`src/rtl/nvme_action_cmd_master.sv`:
```
// Action-side NVMe command sequencer: six AXI-Lite register writes, then STATUS polling, then one response beat.
// One AXI transaction in flight at a time; cmd is accepted only in IDLE, and rsp is held stable until rsp_ready.
`ifndef HOST_ADDR_BITS
`define HOST_ADDR_BITS 32
`endif

module nvme_action_cmd_master #(
    parameter int                        HOST_ADDR_BITS = `HOST_ADDR_BITS,
    parameter logic [HOST_ADDR_BITS-1:0] REG_BASE       = '0,
    parameter int                        POLL_GAP       = 16,
    parameter int                        POLL_MAX       = 65535
) (
    input  logic                      axi_aclk,
    input  logic                      axi_aresetn,
    input  logic                      cmd_valid,
    output logic                      cmd_ready,
    input  logic                      cmd_write,
    input  logic                      cmd_drive,
    input  logic [63:0]               cmd_lba,
    input  logic [15:0]               cmd_nblocks,
    input  logic [63:0]               cmd_addr,
    output logic                      rsp_valid,
    input  logic                      rsp_ready,
    output logic [15:0]               rsp_status,
    output logic [1:0]                rsp_error,
    output logic [HOST_ADDR_BITS-1:0] m_axi_awaddr,
    output logic                      m_axi_awvalid,
    input  logic                      m_axi_awready,
    output logic [31:0]               m_axi_wdata,
    output logic [3:0]                m_axi_wstrb,
    output logic                      m_axi_wvalid,
    input  logic                      m_axi_wready,
    input  logic [1:0]                m_axi_bresp,
    input  logic                      m_axi_bvalid,
    output logic                      m_axi_bready,
    output logic [HOST_ADDR_BITS-1:0] m_axi_araddr,
    output logic                      m_axi_arvalid,
    input  logic                      m_axi_arready,
    input  logic [31:0]               m_axi_rdata,
    input  logic [1:0]                m_axi_rresp,
    input  logic                      m_axi_rvalid,
    output logic                      m_axi_rready
);

    typedef enum logic [2:0] {S_IDLE, S_WR, S_WRESP, S_GAP, S_RD, S_RRESP, S_RSP} state_t;

    localparam logic [HOST_ADDR_BITS-1:0] STATUS_ADDR = REG_BASE + HOST_ADDR_BITS'(32'h18);

    state_t      state, state_nx;
    logic [2:0]  widx;
    logic        aw_done, w_done;
    logic [15:0] gap_cnt, poll_cnt;
    logic        write_q, drive_q;
    logic [63:0] lba_q, addr_q;
    logic [15:0] nblocks_q;
    logic [31:0] word;
    logic        unused_bits;

    assign unused_bits = ^m_axi_rdata[30:16];
    assign m_axi_wstrb = 4'hF;

    always_comb begin
        word = '0;
        case (widx)
            3'd0:    word = addr_q[31:0];
            3'd1:    word = addr_q[63:32];
            3'd2:    word = lba_q[31:0];
            3'd3:    word = lba_q[63:32];
            3'd4:    word = {16'b0, nblocks_q};
            3'd5:    word = {29'b0, drive_q, write_q, 1'b1};
            default: word = '0;
        endcase
    end

    always_ff @(posedge axi_aclk or negedge axi_aresetn) begin
        if (!axi_aresetn) state <= S_IDLE;
        else              state <= state_nx;
    end

    always_comb begin
        state_nx      = state;
        m_axi_awvalid = 1'b0;
        m_axi_wvalid  = 1'b0;
        m_axi_awaddr  = '0;
        m_axi_wdata   = '0;
        m_axi_bready  = 1'b0;
        m_axi_arvalid = 1'b0;
        m_axi_araddr  = '0;
        m_axi_rready  = 1'b0;
        rsp_valid     = 1'b0;
        case (state)
            S_IDLE: if (cmd_valid && cmd_ready) state_nx = S_WR;
            S_WR: begin
                m_axi_awvalid = !aw_done;
                m_axi_wvalid  = !w_done;
                m_axi_awaddr  = REG_BASE + HOST_ADDR_BITS'({widx, 2'b00});
                m_axi_wdata   = word;
                if ((aw_done || m_axi_awready) && (w_done || m_axi_wready)) state_nx = S_WRESP;
            end
            S_WRESP: begin
                m_axi_bready = 1'b1;
                if (m_axi_bvalid) begin
                    if (m_axi_bresp != 2'b00) state_nx = S_RSP;
                    else if (widx == 3'd5)    state_nx = S_GAP;
                    else                      state_nx = S_WR;
                end
            end
            S_GAP: if (gap_cnt == 16'(POLL_GAP - 1)) state_nx = S_RD;
            S_RD: begin
                m_axi_arvalid = 1'b1;
                m_axi_araddr  = STATUS_ADDR;
                if (m_axi_arready) state_nx = S_RRESP;
            end
            S_RRESP: begin
                m_axi_rready = 1'b1;
                if (m_axi_rvalid) begin
                    if (m_axi_rresp != 2'b00 || m_axi_rdata[31] || poll_cnt == 16'(POLL_MAX))
                        state_nx = S_RSP;
                    else
                        state_nx = S_GAP;
                end
            end
            S_RSP: begin
                rsp_valid = 1'b1;
                if (rsp_ready) state_nx = S_IDLE;
            end
            default: state_nx = S_IDLE;
        endcase
    end

    always_ff @(posedge axi_aclk or negedge axi_aresetn) begin
        if (!axi_aresetn) begin
            cmd_ready  <= 1'b0;
            widx       <= '0;
            aw_done    <= 1'b0;
            w_done     <= 1'b0;
            gap_cnt    <= '0;
            poll_cnt   <= '0;
            write_q    <= 1'b0;
            drive_q    <= 1'b0;
            lba_q      <= '0;
            addr_q     <= '0;
            nblocks_q  <= '0;
            rsp_status <= '0;
            rsp_error  <= '0;
        end else begin
            cmd_ready <= (state_nx == S_IDLE);
            // done flags live only while the current word is still in WR
            aw_done   <= (state_nx == S_WR) && (aw_done || (state == S_WR && m_axi_awready));
            w_done    <= (state_nx == S_WR) && (w_done || (state == S_WR && m_axi_wready));
            gap_cnt   <= (state == S_GAP) ? gap_cnt + 16'd1 : 16'd0;
            case (state)
                S_IDLE: if (cmd_valid && cmd_ready) begin
                    write_q   <= cmd_write;
                    drive_q   <= cmd_drive;
                    lba_q     <= cmd_lba;
                    nblocks_q <= cmd_nblocks;
                    addr_q    <= cmd_addr;
                    widx      <= '0;
                end
                S_WRESP: if (m_axi_bvalid) begin
                    if (m_axi_bresp != 2'b00) begin
                        rsp_error  <= 2'd2;
                        rsp_status <= {14'b0, m_axi_bresp};
                    end else if (widx == 3'd5) begin
                        poll_cnt <= '0;
                    end else begin
                        widx <= widx + 3'd1;
                    end
                end
                S_RD: if (m_axi_arready) poll_cnt <= poll_cnt + 16'd1;
                S_RRESP: if (m_axi_rvalid) begin
                    // AXI error outranks the done bit, which outranks the timeout
                    if (m_axi_rresp != 2'b00) begin
                        rsp_error  <= 2'd2;
                        rsp_status <= {14'b0, m_axi_rresp};
                    end else if (m_axi_rdata[31]) begin
                        rsp_status <= m_axi_rdata[15:0];
                        rsp_error  <= (m_axi_rdata[15:0] != 16'h0) ? 2'd1 : 2'd0;
                    end else if (poll_cnt == 16'(POLL_MAX)) begin
                        rsp_error  <= 2'd3;
                        rsp_status <= '0;
                    end
                end
                default: ;
            endcase
        end
    end

endmodule
```
`config.mk`:
```
export PLATFORM = sky130hd
export DESIGN_NAME = nvme_action_cmd_master
export DESIGN_NICKNAME = d
export VERILOG_FILES = /design/src/rtl/nvme_action_cmd_master.sv
export SDC_FILE = /design/constraint.sdc
export NUM_CORES = 1
export LEC_CHECK = 0
export BUFFER_PORTS_ARGS = -buffer_cell sky130_fd_sc_hd__buf_2
export CELL_PAD_IN_SITES_DETAIL_PLACEMENT = 1
export CELL_PAD_IN_SITES_GLOBAL_PLACEMENT = 1
export CORE_MARGIN = 4
export CORE_UTILIZATION = 37
export DETAILED_ROUTE_END_ITERATION = 6
export GPL_TIMING_DRIVEN = 0
export PLACE_DENSITY_LB_ADDON = 0.12
export SLEW_MARGIN = 20
export SYNTH_ARGS = -nofsm -noshare
export SYNTH_HDL_FRONTEND = slang
export SYNTH_SLANG_ARGS = --single-unit
```
`constraint.sdc`:
```
create_clock -name axi_aclk -period 3.5 [get_ports axi_aclk]
set_input_delay 0.875 -clock axi_aclk [delete_from_list [all_inputs] [get_ports axi_aclk]]
set_output_delay 0.875 -clock axi_aclk [all_outputs]
set_load 0.05 [all_outputs]
```
==> results of run 1 <==
[synthesized netlist by cell type (2+ instances only)]
cell,count
or3_2,3
nand3_1,15
a22oi_1,37
nand2_1,474
dfrtp_1,205
clkbuf_1,54
o211ai_1,3
and3_1,6
nor2_1,37
and2_1,3
conb_1,2
mux2_2,17
buf_1,4
inv_1,12
ha_1,7
nand4_1,3
a222oi_1,13
a21oi_1,37
a22o_1,14
nor3_1,11
and4_1,3
or4_1,2
nor4_1,11
nor3b_1,4
buf_4,67
xor2_1,10
xnor2_1,16
nand3b_1,4
a31oi_1,4
o21ai_0,10
nor2b_1,4
buf_2,6
[cell type report]
| cell class | instances | share of cell area [%] |
|---|---|---|
| Sequential cell | 205 | 40.4 |
| Multi-Input combinational cell | 833 | 33.1 |
| Timing Repair Buffer | 246 | 10.5 |
| Buffer | 126 | 6.23 |
| Clock buffer | 38 | 5.86 |
| Tap cell | 335 | 3.30 |
| Inverter | 13 | 0.384 |
| Clock inverter | 5 | 0.217 |
| Antenna cell | 1 | 0.0197 |
[final timing paths]
| kind | to | startpoint | depth (start not counted) | slack (ns) |
|---|---|---|---|---|
| worst max register to register | addr_q[18]$_DFFE_PN0P_ | state[0]$_DFF_PN0_ | 6 | 0.91 |
| worst min register to register | gap_cnt[0]$_DFF_PN0_ | gap_cnt[0]$_DFF_PN0_ | 1 | 0.46 |
| max in group asynchronous | lba_q[62]$_DFFE_PN0P_ | axi_aresetn | 3 | 2.04 |
| worst min-delay path | nblocks_q[4]$_DFFE_PN0P_ | axi_aresetn | 1 | 0.39 |
| min in group axi_aclk | gap_cnt[0]$_DFF_PN0_ | gap_cnt[0]$_DFF_PN0_ | 1 | 0.46 |
| worst max-delay path | m_axi_wdata[15] | widx[1]$_DFFE_PN0P_ | 7 | 0.11 |
[cells by family after synthesis]
family	count (synthesis)
AND/OR/NAND/NOR	589
flip-flops	205
buffers and inverters	144
AO/OA/AOI/OAI	131
XOR/XNOR	26
multiplexers	17
adder cells (fa/ha/maj)	7
other	2
[per-layer routing]
metal	vias up	global-route usage (%)	share of wire, %
met1	4196	29.1	44
met2	240	36.3	47
li1	4217	-	-
met3	51	4.09	5.8
met4	8	5.30	2.5
met5	-	0	0.13
[power breakdown]
| group | leakage [nW] | switching, mW | internal, mW |
|---|---|---|---|
| combinational | 3.71 | 2.50 | 1.19 |
| clock | 0.381 | 0.991 | 1.45 |
| sequential | 2.65 | 0.492 | 3.22 |
| total | 6.74 | 3.98 | 5.86 |
[registers in the layout (all words and copies together), names as in the netlist]
name,count
lba_q,64
widx,3
poll_cnt,16
drive_q,1
write_q,1
rsp_status,16
nblocks_q,16
rsp_error,2
w_done,1
aw_done,1
state,3
addr_q,64
cmd_ready,1
gap_cnt,16
[repair_timing]
action / CTS / global route
hold buffers: 0 / 0
pin swaps: 3 / 3
gates resized for setup: 43 / 17
setup buffers: 7 / 0
endpoints found under the setup margin: 32 / 26
[worst max-delay path, delay by kind of cell (launching register included)]
family / cells / cell delay (ns)
compound gates: 2 / 0.34
simple gates: 1 / 0.25
buf+inv: 3 / 0.75
flops: 1 / 0.42
fa+ha+maj: 1 / 0.24
[per-stage QoR]
step | utilization (%) | setup slack, ns
floorplan | - | 0.0978
global placement | 44.7 | -2.20
detailed placement | 45.0 | -1.09
CTS | 48.6 | 0.00577
global route | 48.8 | -0.0342
finish | 48.8 | 0.110
==> results.yml, run 1 <==
route:
  ant_nets: 0
  routedWlPerCell_um: 17.8
  drt_first_pass_iters: 6
  wl_um: 32100
  via_count: 8712
  drc_errors: 0
  vias_per_cell: 4.83
  drtIter0Drc: 478
final_layout:
  multiInputGateArea_mm2: 0.00421
  area_delta_synth_final_pct: 29.3
  regArea_mm2: 0.00513
  layout_common_cells: "nand2_1 (474), buf_2 (231), dfrtp_1 (203)"
  drive_gt1_share_pct: 28.0
  fin_cells: 1802
  final_nets: 1647
  design_area_mm2: 0.0127
  final_common_cell: "nand2_1"
  fill_cells: 3200
die:
  placementRows: 59
  die_w_um: 171
  io_pins: 316
  core_area_mm2: 0.0261
  dieHeight_um: 171
  fp.dieArea_mm2: 0.0292
  start_util_pct: 37.7
cts:
  tritoncts: "built"
  worstSkewPairLatency_ns: 0.52
  htree_levels: 1
  cts_root_buf: "clkbuf_16"
  cts_buffers: 24
  cts_sinks: 205
  clk_pin_slew_ns: 0.06
  cts.path.max_buffers: 3
synthesis:
  synth_top_area_share_pct: 52.2
  synthDistinctLibCells: 55
  ys_warn_count: 0
  ys.flop_type: "dfrtp_1"
  netlist_area_mm2: 0.00982
  synth_top_family_by_area: "simple AND/OR/NAND/NOR gates"
  synth_fa_ha_area_share_pct: 0.892
  yosys.area_share.simple_pct: 24.8
  avgSynthCellArea_um2: 8.76
  synth_compound_area_share_pct: 9.60
  synth_seq_area_share_pct: 52.2
  ys_top_cells_by_area: "dfrtp_1 (52%), nand2_1 (18%), buf_4 (5.1%), a22oi_1 (2.8%), clkbuf_1 (2.1%)"
  synthXorXnorAreaFrac_pct: 2.32
  synth-edff-count: 0
  synthArstFlopShare_pct: 100
  synthMuxAreaShare_pct: 1.95
  ys_seq_elements: 205
  syn_inst: 1121
  yosysTopAreaCell: "dfrtp_1"
worst_setup_path:
  required_ns: 2.62
  criticalPathCategory: "reg2out"
  cp_cell_sequence: "inv_2, ha_4, nor2b_1, clkbuf_2, a222oi_1, a21oi_1, clkbuf_4"
  crit_fanout: 10
  slowest_stage: "dfrtp_1"
  critPathLaunchType: "register"
  end_kind: "output port"
  slowest_delay_ns: 0.42
  arrival_ns: 2.51
sta:
  clock.fmax_ghz: 0.295
  hold_viol_final: 0
  period_share_pct: 96.9
  whs_ns: 0.386
  timing.final.crit_period_ns: 3.39
  maxSlewHeadroom_pct: 46.3
  drv_slew: 0
  clock_skew_ns: 0.0131
  report.final.setup_viol: 0
  tightest_slew_ns: 0.805
  timing.setup.tns_ns: 0
power_and_ir_drop:
  powerDensity_mw_per_mm2: 775
  p_leak_nw: 6.74
  peakVddDrop_mv: 0.360
  finalPower_mw: 9.84
placement:
  place_congestion: 0.812
  dp.cells: 1756
  dpl_cell_area_mm2: 0.0117
  io_buffer_count: 237
  dp_hpwl_um: 23700
min_path:
  min_path_type: "in2async"
global_route:
  grt_pass1_wl_um: 50500
  antenna_found_initial: 5
  overflow: 0
  grt_pass1_vias: 9304
  grt.total_usage_pct: 21.6
  grt_max_degree: 87
outcome:
  outcome: "finished clean"
run:
  maxCapViolations: 0
(Power assumes the default switching activity.)
==> run 2, diff against run 1 <==
--- a/config.mk
+++ b/config.mk
@@ -8,10 +8,11 @@
 export BUFFER_PORTS_ARGS = -buffer_cell sky130_fd_sc_hd__buf_2
 export CELL_PAD_IN_SITES_DETAIL_PLACEMENT = 1
 export CELL_PAD_IN_SITES_GLOBAL_PLACEMENT = 1
-export CORE_MARGIN = 4
+export CORE_MARGIN = 5
 export CORE_UTILIZATION = 37
 export DETAILED_ROUTE_END_ITERATION = 6
 export GPL_TIMING_DRIVEN = 0
+export MAX_ROUTING_LAYER = met4
 export PLACE_DENSITY_LB_ADDON = 0.12
 export SLEW_MARGIN = 20
 export SYNTH_ARGS = -nofsm -noshare
==> results.yml, run 2 (synthesis gave the netlist of run 1 again) <==
final_layout:
  final_nets: 1646
  area_delta_synth_final_pct: 29.6
  final_common_cell: "nand2_1"
  design_area_mm2: 0.0127
  reg_top3: "addr_q x64, lba_q x64"
  drive_gt1_share_pct: 28.1
  layout_common_cells: "nand2_1 (474), buf_2 (228), dfrtp_1 (203)"
power_and_ir_drop:
  seqPwrFrac_pct: 37.2
  powerDensity_mw_per_mm2: 782
  p_int_mw: 5.98
  power.switching_mw: 3.98
  peakVddDrop_mv: 0.299
  p_comb_share_pct: 36.9
  clockPowerShare_pct: 25.9
  p_sw_share_pct: 40.0
  p_leak_nw: 6.76
worst_setup_path:
  arrival_ns: 2.52
  critPathLaunchType: "register"
  required_ns: 2.62
  criticalPathCategory: "reg2out"
  end_kind: "output port"
  crit_fanout: 10
global_route:
  grt.total_usage_pct: 21.8
  antenna_found_initial: 4
  grt_max_degree: 91
  grt_pass1_vias: 9582
  overflow: 0
  grt_pass1_wl_um: 51900
route:
  drt_first_pass_iters: 7
  via_count: 8728
  vias_per_cell: 4.84
  wl_met1_um: 14500
  met2RoutedLength_um: 15500
  maxUsedRoutingLayer: "met4"
  drtIter0Drc: 530
  ant_nets: 0
  wl_um: 32200
  wl_met3_um: 1710
  routedWlPerCell_um: 17.9
  drc_errors: 0
cts:
  cts_buffers: 24
  cts.path.max_buffers: 3
  hold_buffers: 0
  htree_levels: 1
  cts_sinks: 205
  cts_root_buf: "clkbuf_16"
  worstSkewPairLatency_ns: 0.51
  tritoncts: "built"
  clk_pin_slew_ns: 0.06
sta:
  maxSlewHeadroom_pct: 50.3
  hold_viol_final: 0
  timing.final.crit_period_ns: 3.39
  clock_skew_ns: 0.00887
  clock.fmax_ghz: 0.295
  report.final.setup_viol: 0
  period_share_pct: 96.9
  drv_slew: 0
  tightest_slew_ns: 0.746
  timing.setup.tns_ns: 0
die:
  io_pins: 316
  die_w_um: 173
  dieHeight_um: 173
  start_util_pct: 37.6
  core_area_mm2: 0.0261
  fp.dieArea_mm2: 0.0299
  placementRows: 59
placement:
  dpl_cell_area_mm2: 0.0117
  dp_hpwl_um: 23800
  io_buffer_count: 237
  place_congestion: 0.848
min_path:
  min_path_type: "in2async"
outcome:
  outcome: "finished clean"
run:
  maxCapViolations: 0
## run 2: cell types whose count changed in the layout (fill, tap and decap cells not counted), sizes merged
cell / change
clkbuf: -2
clkinv: -1
bufinv: +2
diode: +4
clkinvlp: -1
## run 2: metal layers
metal  global-route usage [%]  vias to the layer above
li1                         -                     4215
met1                     28.5                     4219
met2                     36.0                      251
met3                     3.91                       43
met4                     4.16                        0
met5                        -                        -
## run 2: cell type report
cell class	count	area, um2
clock inverter	5	75.1
sequential	205	5130
antenna	5	12.5
fill	3221	13400
buffer	127	792
multi-input combinational	833	4190
tap	335	419
inverter	13	48.8
timing repair buffer	244	1320
clock buffer	37	741
## run 2: critical path, cell delays in order (launching register included)
cell      delay [ns]
dfrtp_2         0.42
inv_2           0.12
ha_1            0.15
nor2b_1         0.12
clkbuf_2        0.22
clkbuf_4        0.28
a22oi_1         0.12
a31oi_1         0.31
buf_4           0.26
## run 2: per-stage QoR
| stage | hold slack, ns | instances | utilization [%] | worst slack (ns) | power [mW] |
|---|---|---|---|---|---|
| after floorplan | 0.433 | 1182 | - | 0.0978 | 6.12 |
| after global placement | 0.447 | 1754 | 44.6 | -2.20 | 7.14 |
| after detailed placement | 0.452 | 1756 | 44.9 | -1.22 | 7.27 |
| after CTS | 0.234 | 1797 | 48.5 | -0.0306 | 10.0 |
| after global routing | 0.242 | 1803 | 48.7 | -0.00277 | 10.6 |
| final | 0.241 | 1804 | 48.7 | 0.107 | 9.96 |
## run 2: power groups by stage
stage | clock network [mW] | registers [mW] | logic [mW]
after floorplan | 0 | 3.74 | 2.38
after global placement | 0 | 3.70 | 3.44
after detailed placement | 0 | 3.74 | 3.54
after CTS | 2.64 | 3.71 | 3.67
after global routing | 2.75 | 3.80 | 4.08
final | 2.58 | 3.71 | 3.67
## run 2: what timing repair did
action	4_1_cts	5_1_grt
endpoints found under the setup margin	32	27
pin swaps	3	5
cloned	0	0
buffers inserted	3	2
gates resized for setup	47	13
## run 2: worst paths after layout
kind,startpoint,endpoint,slack (ns),cells past startpoint
setup / recovery,widx[0]$_DFFE_PN0P_,m_axi_wdata[1],0.11,8
hold / removal,axi_aresetn,poll_cnt[12]$_DFFE_PN0P_,0.24,1
setup reg to reg,state[0]$_DFF_PN0_,addr_q[15]$_DFFE_PN0P_,0.98,6
hold reg to reg,gap_cnt[0]$_DFF_PN0_,gap_cnt[0]$_DFF_PN0_,0.46,1
max in group asynchronous,axi_aresetn,addr_q[45]$_DFFE_PN0P_,2.53,2
min in group axi_aclk,gap_cnt[0]$_DFF_PN0_,gap_cnt[0]$_DFF_PN0_,0.46,1
==> run 3, diff against run 2 <==
==> constraint.sdc (replaced) <==
create_clock -name axi_aclk -period 3.6 [get_ports axi_aclk]
set_input_delay 0.9 -clock axi_aclk [delete_from_list [all_inputs] [get_ports axi_aclk]]
set_output_delay 0.9 -clock axi_aclk [all_outputs]
set_load 0.05 [all_outputs]
==> results.yml, run 3 (synthesis gave the netlist of run 1 again) <==
outcome:
  outcome: "finished clean"
route:
  wl_um: 32200
  via_count: 8731
  ant_nets: 0
  drtIter0Drc: 527
  vias_per_cell: 4.85
  drc_errors: 0
  routedWlPerCell_um: 17.9
  drt_first_pass_iters: 6
sta:
  report.final.setup_viol: 0
  timing.final.crit_period_ns: 3.47
  clock_skew_ns: 0.0127
  maxSlewHeadroom_pct: 49.5
  hold_viol_final: 0
  drv_slew: 0
  rsz0062_at_grt: "false"
  clock.fmax_ghz: 0.288
  period_share_pct: 96.3
  tightest_slew_ns: 0.758
final_layout:
  final_common_cell: "nand2_1"
  reg_top3: "addr_q x64, lba_q x64"
  final_core_util_pct: 48.6
  layout_common_cells: "nand2_1 (474), buf_2 (234), dfrtp_1 (203)"
  design_area_mm2: 0.0127
  final_nets: 1644
  area_delta_synth_final_pct: 29.2
  fin_cells: 1801
  drive_gt1_share_pct: 28.0
cts:
  htree_levels: 1
  hold_buffers: 0
  worstSkewPairLatency_ns: 0.51
  tritoncts: "built"
  cts_root_buf: "clkbuf_16"
  cts_buffers: 24
  clk_pin_slew_ns: 0.06
  cts.path.max_buffers: 3
  cts_sinks: 205
die:
  io_pins: 316
  core_area_mm2: 0.0261
  start_util_pct: 37.6
  dieHeight_um: 173
  placementRows: 59
  fp.dieArea_mm2: 0.0299
  die_w_um: 173
placement:
  dpl_cell_area_mm2: 0.0117
  dp_hpwl_um: 23800
  io_buffer_count: 237
  dp.cells: 1756
  place_congestion: 0.848
global_route:
  grt_pass1_wl_um: 51900
  antenna_found_initial: 4
  grt_use_met1_pct: 28.5
  overflow: 0
  grt_busiest_layer: "met2"
  use_met3_pct: 3.91
  grt.total_usage_pct: 21.8
  grt_pass1_vias: 9582
  grt_max_degree: 91
  use_met2_pct: 35.9
worst_setup_path:
  crit_fanout: 10
  criticalPathCategory: "reg2out"
  end_kind: "output port"
  arrival_ns: 2.57
  critPathLaunchType: "register"
  required_ns: 2.70
power_and_ir_drop:
  p_leak_nw: 6.74
  powerDensity_mw_per_mm2: 761
  peakVddDrop_mv: 0.292
min_path:
  min_path_type: "in2async"
run:
  maxCapViolations: 0
==> run 3: cell types whose count changed in the layout (fill, tap and decap cells not counted) <==
| cell | change |
|---|---|
| a41oi_1 | +1 |
| a31oi_1 | -1 |
| clkbuf_8 | +1 |
| buf_8 | -1 |
| a31oi_2 | +1 |
| a41oi_2 | -1 |
| buf_4 | -10 |
| clkbuf_4 | +3 |
| buf_2 | +6 |
| buf_6 | -1 |
| diode_2 | -1 |
==> run 3: where the power goes <==
group,internal (mW),switching (mW)
Sequential,3.13,0.480
Clock,1.55,0.966
Combinational,1.11,2.42
Total,5.79,3.87
==> run 3: worst paths after layout <==
kind	slack [ns]	endpoint	cells past startpoint	from
min in group axi_aclk	0.46	gap_cnt[0]$_DFF_PN0_	1	gap_cnt[0]$_DFF_PN0_
hold reg to reg	0.46	gap_cnt[0]$_DFF_PN0_	1	gap_cnt[0]$_DFF_PN0_
max in group asynchronous	2.60	addr_q[18]$_DFFE_PN0P_	2	axi_aresetn
setup / recovery	0.13	m_axi_wdata[15]	9	widx[0]$_DFFE_PN0P_
setup reg to reg	1.09	addr_q[15]$_DFFE_PN0P_	6	state[0]$_DFF_PN0_
hold / removal	0.27	poll_cnt[12]$_DFFE_PN0P_	1	axi_aresetn
==> run 3: final cells by class <==
| cell class | count | area, um2 |
|---|---|---|
| antenna | 4 | 10.0 |
| sequential | 205 | 5130 |
| tap | 335 | 419 |
| inverter | 13 | 48.8 |
| clock inverter | 5 | 75.1 |
| multi-input combinational | 833 | 4190 |
| buffer | 127 | 785 |
| clock buffer | 37 | 741 |
| fill | 3223 | 13400 |
| timing repair buffer | 242 | 1290 |
==> run 3: what timing repair did <==
action,in CTS,in global routing
buffers inserted,3,0
pin swaps,3,3
endpoints found under the setup margin,32,20
gates resized for setup,36,14
==> run 3: routing by layer <==
layer	share of wire, %	up-vias	wire (um)
met5	0	-	0
met4	1.8	0	567
met3	5.0	40	1630
met2	48	248	15400
met1	45	4233	14700
li1	-	4210	-
==> run 3: per-stage QoR <==
step | hold WS [ns] | power (mW) | setup WS [ns] | TNS [ns]
floorplan | 0.433 | 5.95 | 0.173 | 0
global placement | 0.447 | 6.95 | -2.12 | -459.19
detailed placement | 0.452 | 7.07 | -1.14 | -32.27
CTS | 0.259 | 9.72 | 0.0239 | 0
global route | 0.268 | 10.3 | 0.0171 | 0
finish | 0.267 | 9.66 | 0.133 | 0
==> run 3: worst max-delay path, cell delays in order, from the launching register on <==
cell and delay [ns]:
dfrtp_2 0.42, inv_2 0.09, ha_1 0.20, nor2b_1 0.12
clkbuf_2 0.17, o41ai_4 0.33, buf_4 0.19, buf_4 0.19
a21oi_1 0.10, buf_4 0.22
